### config.mk
export PLATFORM = sky130hd
export DESIGN_NAME = control_sequencer
export DESIGN_NICKNAME = d
export VERILOG_FILES = /design/src/rtl/control_sequencer.sv
export SDC_FILE = /design/constraint.sdc
export NUM_CORES = 1
export LEC_CHECK = 0
export CAP_MARGIN = 0
export CORE_MARGIN = 5
export CORE_UTILIZATION = 36
export CTS_BUF_LIST = sky130_fd_sc_hd__clkbuf_16
export DETAILED_ROUTE_END_ITERATION = 7
export PLACE_DENSITY = 0.84
export RECOVER_POWER = 100
export SLEW_MARGIN = 10
export SYNTH_ARGS = -nofsm -noshare
export SYNTH_HDL_FRONTEND = slang
export SYNTH_SLANG_ARGS = --single-unit
### constraint.sdc
create_clock -name clk -period 1.7 [get_ports clk]
set_input_delay 0.34 -clock clk [delete_from_list [all_inputs] [get_ports clk]]
set_output_delay 0.34 -clock clk [all_outputs]
set_load 0.05 [all_outputs]
### src/rtl/control_sequencer.sv
// ============================================================================
// control_sequencer : five-step (T0..T4) microcode sequencer for an 8-bit CPU.
// Rev 1.0
// ============================================================================
`default_nettype none

module control_sequencer #(
   parameter int HALT_ON_UNDEF = 0
) (
   input  logic       clk,
   input  logic       rst,
   input  logic [3:0] opcode,
   input  logic       zf,
   input  logic       cf,
   output logic [2:0] step,
   output logic       zf_q,
   output logic       cf_q,
   output logic       hlt,
   output logic       mi,
   output logic       ri,
   output logic       ro,
   output logic       io,
   output logic       ii,
   output logic       ai,
   output logic       ao,
   output logic       eo,
   output logic       su,
   output logic       bi,
   output logic       oi,
   output logic       ce,
   output logic       co,
   output logic       j,
   output logic       fi
);

   localparam logic [2:0] c_t0 = 3'd0;
   localparam logic [2:0] c_t1 = 3'd1;
   localparam logic [2:0] c_t2 = 3'd2;
   localparam logic [2:0] c_t3 = 3'd3;
   localparam logic [2:0] c_t4 = 3'd4;

   logic [2:0] step_q;
   logic [2:0] step_d;
   logic       halted_q;
   logic       halted_d;
   logic       zf_d;
   logic       cf_d;
   logic       undef_op;
   logic       halt_op;

   assign step     = step_q;
   assign undef_op = (opcode >= 4'h9) && (opcode <= 4'hD);
   assign halt_op  = (opcode == 4'hF) || (undef_op && (HALT_ON_UNDEF != 0));

   always_comb begin
      hlt = 1'b0; mi = 1'b0; ri = 1'b0; ro = 1'b0;
      io  = 1'b0; ii = 1'b0; ai = 1'b0; ao = 1'b0;
      eo  = 1'b0; su = 1'b0; bi = 1'b0; oi = 1'b0;
      ce  = 1'b0; co = 1'b0; j  = 1'b0; fi = 1'b0;
      if (halted_q) begin
         hlt = 1'b1;
      end else begin
         case (step_q)
            c_t0: begin co = 1'b1; mi = 1'b1; end
            c_t1: begin ro = 1'b1; ii = 1'b1; ce = 1'b1; end
            c_t2: begin
               case (opcode)
                  4'h1, 4'h2, 4'h3, 4'h4: begin io = 1'b1; mi = 1'b1; end
                  4'h5: begin io = 1'b1; ai = 1'b1; end
                  4'h6: begin io = 1'b1; j = 1'b1; end
                  4'h7: begin io = cf_q; j = cf_q; end
                  4'h8: begin io = zf_q; j = zf_q; end
                  4'hE: begin ao = 1'b1; oi = 1'b1; end
                  default: hlt = halt_op;
               endcase
            end
            c_t3: begin
               case (opcode)
                  4'h1: begin ro = 1'b1; ai = 1'b1; end
                  4'h2: begin ro = 1'b1; bi = 1'b1; end
                  4'h3: begin ro = 1'b1; bi = 1'b1; su = 1'b1; end
                  4'h4: begin ao = 1'b1; ri = 1'b1; end
                  default: ;
               endcase
            end
            c_t4: begin
               if (opcode == 4'h2 || opcode == 4'h3) begin
                  eo = 1'b1; ai = 1'b1; fi = 1'b1;
                  su = (opcode == 4'h3);
               end
            end
            default: ;
         endcase
      end
   end

   // A halt freezes the counter at T2; only reset releases it.
   always_comb begin
      halted_d = halted_q | hlt;
      zf_d     = fi ? zf : zf_q;
      cf_d     = fi ? cf : cf_q;
      case (step_q)
         c_t0, c_t1, c_t2, c_t3: step_d = step_q + 3'd1;
         default:                step_d = c_t0;
      endcase
      if (halted_d) step_d = step_q;
   end

   always_ff @(posedge clk or negedge rst) begin
      if (!rst) begin
         step_q   <= c_t0;
         halted_q <= 1'b0;
         zf_q     <= 1'b0;
         cf_q     <= 1'b0;
      end else begin
         step_q   <= step_d;
         halted_q <= halted_d;
         zf_q     <= zf_d;
         cf_q     <= cf_d;
      end
   end

endmodule

`default_nettype wire

==> metrics.md, run 1 <==
| Metric | Value |
|---|---|
| Synth Register Bits | `6` |
| Post-Syn Instances | `76` |
| Async SR Flop Fraction | `100%` |
| Mapped Nets | `89` |
| Post-place setup slack | `-0.565 ns` |
| Die X | `52.3 um` |
| Post-synth EDFFs | `0` |
| Starting Density | `37.7%` |
| Floorplan row count | `15` |
| Post-CTS Setup Inserts | `14` |
| Chip Height | `52.3 um` |
| Synth Flop Type | `dfrtp_1` |
| GPL Wtd Cong | `0.847` |
| Root buf cell | `clkbuf_16` |
| H-tree levels | `1` |
| I/O Buffers | `28` |
| DP Area | `0.00145 mm^2` |
| Total CTS buffers | `3` |
| Last step reached | `clock tree synthesis` |
| Error msg | `[ERROR DPL-0038] Utilization greater than 100%, impossible to legalize` |
| Sequential fraction of the synthesis area | `23.3%` |
| Syn Std Cell Area | `643 um^2` |
| CTS Hold Bufs | `0` |
| Synth unique cells | `38` |
| Status | `did not finish` |
| Syn_area_per_cell | `8.46 um^2` |
| Resized cells post-CTS | `40` |
| CTS Sinks | `6` |
| IO Count | `29` |
| Clock tree buffer depth | `2` |
| Placed cell count | `148` |
| HPWL Detailed | `2.26 mm` |
| Ys Warns | `0` |
==> cells in the mapped netlist (2+ instances only) <==
cell type	count	area share (%)
a21oi_1	3	2.3
a32o_1	2	3.1
dfrtp_1	6	23
nor4_1	3	2.9
nor2b_1	2	1.9
inv_1	6	3.5
buf_6	2	3.5
mux2_2	3	5.3
and2_1	2	1.9
ha_1	5	9.7
clkbuf_1	2	1.2
nand2_1	4	2.3
buf_4	2	2.3
nand4_1	2	1.9
nor2_1	8	4.7
a31oi_1	2	1.9
==> per-stage QoR <==
step           hold WS (ns)  utilization (%)
2_1_floorplan        0.0444                -
3_3_place_gp          0.555             85.0
3_5_place_dp          0.582             85.0
==> cell families after synthesis <==
| logic type | count (synthesis) | share of synthesized area, % |
|---|---|---|
| DFF | 6 | 23.3 |
| buffers and inverters | 13 | 11.3 |
| muxes | 3 | 5.25 |
| and+or+nand+nor | 32 | 29.8 |
| adders and majority gates | 5 | 9.73 |
| AOI/OAI and AO/OA | 17 | 20.6 |
==> run 2: changes to the inputs <==
Settings changed: CORE_AREA set to 5 5 66 68, CORE_MARGIN 5 to unset, CORE_UTILIZATION 36 to unset, CTS_BUF_LIST sky130_fd_sc_hd__clkbuf_16 to unset, DIE_AREA set to 0 0 71 73, PLACE_DENSITY 0.84 to unset, PLACE_DENSITY_LB_ADDON set to 0.15.
Clock period 1.7 ns to 2.2 ns, I/O delays scaled along.
==> run 2 against run 1 <==
  * Synthesized area unchanged
  * The run now ends clean
  * Synthesized cell count unchanged
==> metrics.md, run 2 <==
| Metric | Value |
|---|---|
| Status | `complete, no violations` |
| Slowest stage delay, CP | `0.40 ns` |
| Async SR Flop Fraction | `100% (unchanged)` |
| Fill cells | `396` |
| Final setup viols | `0` |
| Vias in the first global route | `773` |
| CP max stage cell | `or3b_4` |
| Max reg flops | `3` |
| Least-Margin Pin Slew | `0.509 ns` |
| CP cell instances | `clkdlybuf4s15_1, or3b_4, or2_4, a221oi_4, buf_12` |
| Post-Route WL | `2.25 mm` |
| PwrDens | `1220 mW/mm^2` |
| IO Count | `29 (unchanged)` |
| Clk slew on worst S/H paths | `0.04 ns` |
| Share of post-route cells with drive strength above 1 | `55.5%` |
| Post-Syn Instances | `76 (unchanged)` |
| Worst setup SP type | `input pin` |
| Post-place setup slack | `-0.238 ns (+0.327 ns)` |
| Total CTS buffers | `3 (unchanged)` |
| Mapped Nets | `89 (unchanged)` |
| Synth Flop Type | `dfrtp_1` |
| Synth area leader | `dfrtp_1` |
| DRC | `0` |
| GPL Wtd Cong | `0.769 (-9.2%)` |
| Most frequent cell after synthesis | `nor2_1` |
| First-pass GRT wire length | `3.67 mm` |
| Cell family with most CP delay | `simple AND/OR/NAND/NOR gates` |
| DP Area | `0.00129 mm^2 (-11%)` |
| H-tree levels | `1 (unchanged)` |
| Clock tree buffer depth | `2 (unchanged)` |
| Worst slew margin | `66.0%` |
| Fin crit share | `99.6%` |
| Floorplan row count | `23 (+8)` |
| Iter 0 DRT Violations | `30` |
| Post-synth EDFFs | `0 (unchanged)` |
| CTS Hold Bufs | `0 (unchanged)` |
| Largest net degree at the start of global routing | `12` |
| Sequential fraction of the synthesis area | `23.3% (unchanged)` |
| Syn Std Cell Area | `643 um^2 (unchanged)` |
| Slew Limit Fails | `0` |
| Pleak | `0.562 nW` |
| Non-filler cells, final | `169` |
| Crit. End Element | `output port` |
| Ys Warns | `0 (unchanged)` |
| Skew final | `0.00312 ns` |
| CP bufs+invs | `2` |
| Chip Height | `73 um (+40%)` |
| Die X | `71 um (+36%)` |
| Fmax | `0.456 GHz` |
| Fin Hold WS | `0.536 ns` |
| Synth unique cells | `38 (unchanged)` |
| Setup_tns | `0 ns` |
| Fin crit period | `2.19 ns` |
| CTS Sinks | `6 (unchanged)` |
| Initial DRT Pass Iterations | `4` |
| GRT Total Usage | `8.70%` |
| Total gr overflow | `0` |
| Starting Density | `16.9% (-21 points)` |
| CP Class | `in2out` |
| Core area | `0.00380 mm^2` |
| HP Class | `in2async` |
| Unrepaired setup endpoints after global routing | `true` |
| Synthesis-to-finish area growth | `119%` |
| I/O Buffers | `28 (unchanged)` |
| Overall die area | `0.00518 mm^2` |
| Ant. Diodes | `0` |
| Wire per inst | `13.3 um` |
| Syn_area_per_cell | `8.46 um^2 (unchanged)` |
| Max VDD drop | `918 uV` |
| Worst-Skew Late Latency | `0.22 ns` |
| Placed cell count | `159 (+7.4%)` |
| Root buf cell | `clkbuf_8` |
| CTS tree | `built` |
| CP required | `1.76 ns` |
| Synth top cells by count | `nor2_1, dfrtp_1, inv_1, ha_1, nand2_1` |
| HPWL Detailed | `1.80 mm (-20%)` |
| Vias per cell | `4.33` |
| CP Max Fanout | `2` |
| Worst Path Arrival | `1.75 ns` |
| Antenna violations before repair | `0` |
| Final total power | `1.72 mW` |
| Final setup margin | `0.00903 ns` |
| Max Cap Viol | `0` |
| Final hold vios | `0` |
| Most frequent cells in the layout | `buf_4, buf_12, nor2_1` |
| Synth Register Bits | `6 (unchanged)` |
| Post-layout util | `37.0%` |
| Via count | `731` |
| Post-route ant nets | `0` |
| Final Instance Area | `0.00141 mm^2` |
| Area share of the largest cell type after synthesis | `23.3% (unchanged)` |
| Synth area leaders | `dfrtp_1, ha_1, mux2_2, nor2_1, buf_6` |
| Commonest non-fill, non-tap cell in the layout | `buf_4` |
| Nets | `133` |
-- run 2: cell counts after synthesis --
No cell type changed its count.
-- run 2: cells by family (layout without fill, tap and decap cells) --
family / Yosys count / in the layout / synth area share, %
AOI/OAI and AO/OA: 17 / 17 / 20.6
adders and majority gates: 5 / 5 / 9.73
buffers and inverters: 13 / 56 / 11.3
DFF: 6 / 6 / 23.3
muxes: 3 / 3 / 5.25
and+or+nand+nor: 32 / 32 / 29.8
-- run 2: cell type report --
| class | count | area (um^2) | area share (%) |
|---|---|---|---|
| Tap cell | 50 | 62.6 | 4.45 |
| Timing Repair Buffer | 46 | 538 | 38.3 |
| Inverter | 6 | 31.3 | 2.22 |
| Multi-Input combinational cell | 57 | 573 | 40.7 |
| Sequential cell | 6 | 156 | 11.1 |
| Clock buffer | 4 | 45.0 | 3.20 |
-- run 2: worst paths after layout --
kind	depth (start not counted)	to	slack [ns]	startpoint
setup / recovery	5	ai	0.009	opcode[3]
max in group asynchronous	1	step[0]	1.42	rst
setup reg to reg	5	step[0]	0.44	step[0]
hold / removal	1	step[0]	0.54	rst
min in group clk	1	zf_q	0.57	zf_q
hold reg to reg	1	zf_q	0.57	zf_q
-- run 2: timing repair --
action / 4_1_cts / 5_1_grt
pin swaps: 4 / 0
resized for setup: 18 / 1
endpoints found under the setup margin: 12 / 2
setup buffers: 6 / 0
-- run 2: where the power goes --
group | total (mW) | switching, mW | internal, mW
clock | 0.168 | 0.0435 | 0.124
sequential | 0.251 | 0.0814 | 0.170
combinational | 1.30 | 0.769 | 0.533
total | 1.72 | 0.894 | 0.827
-- run 2: layer usage --
| metal | up-vias | global-route usage [%] | wire length (um) |
|---|---|---|---|
| met3 | 0 | 1.10 | 70 |
| met4 | 0 | 1.88 | 0 |
| met2 | 18 | 15.2 | 1170 |
| met5 | - | 0 | 0 |
| li1 | 365 | - | - |
| met1 | 348 | 11.4 | 1010 |
Note: power is estimated with default switching activity, not from simulation.
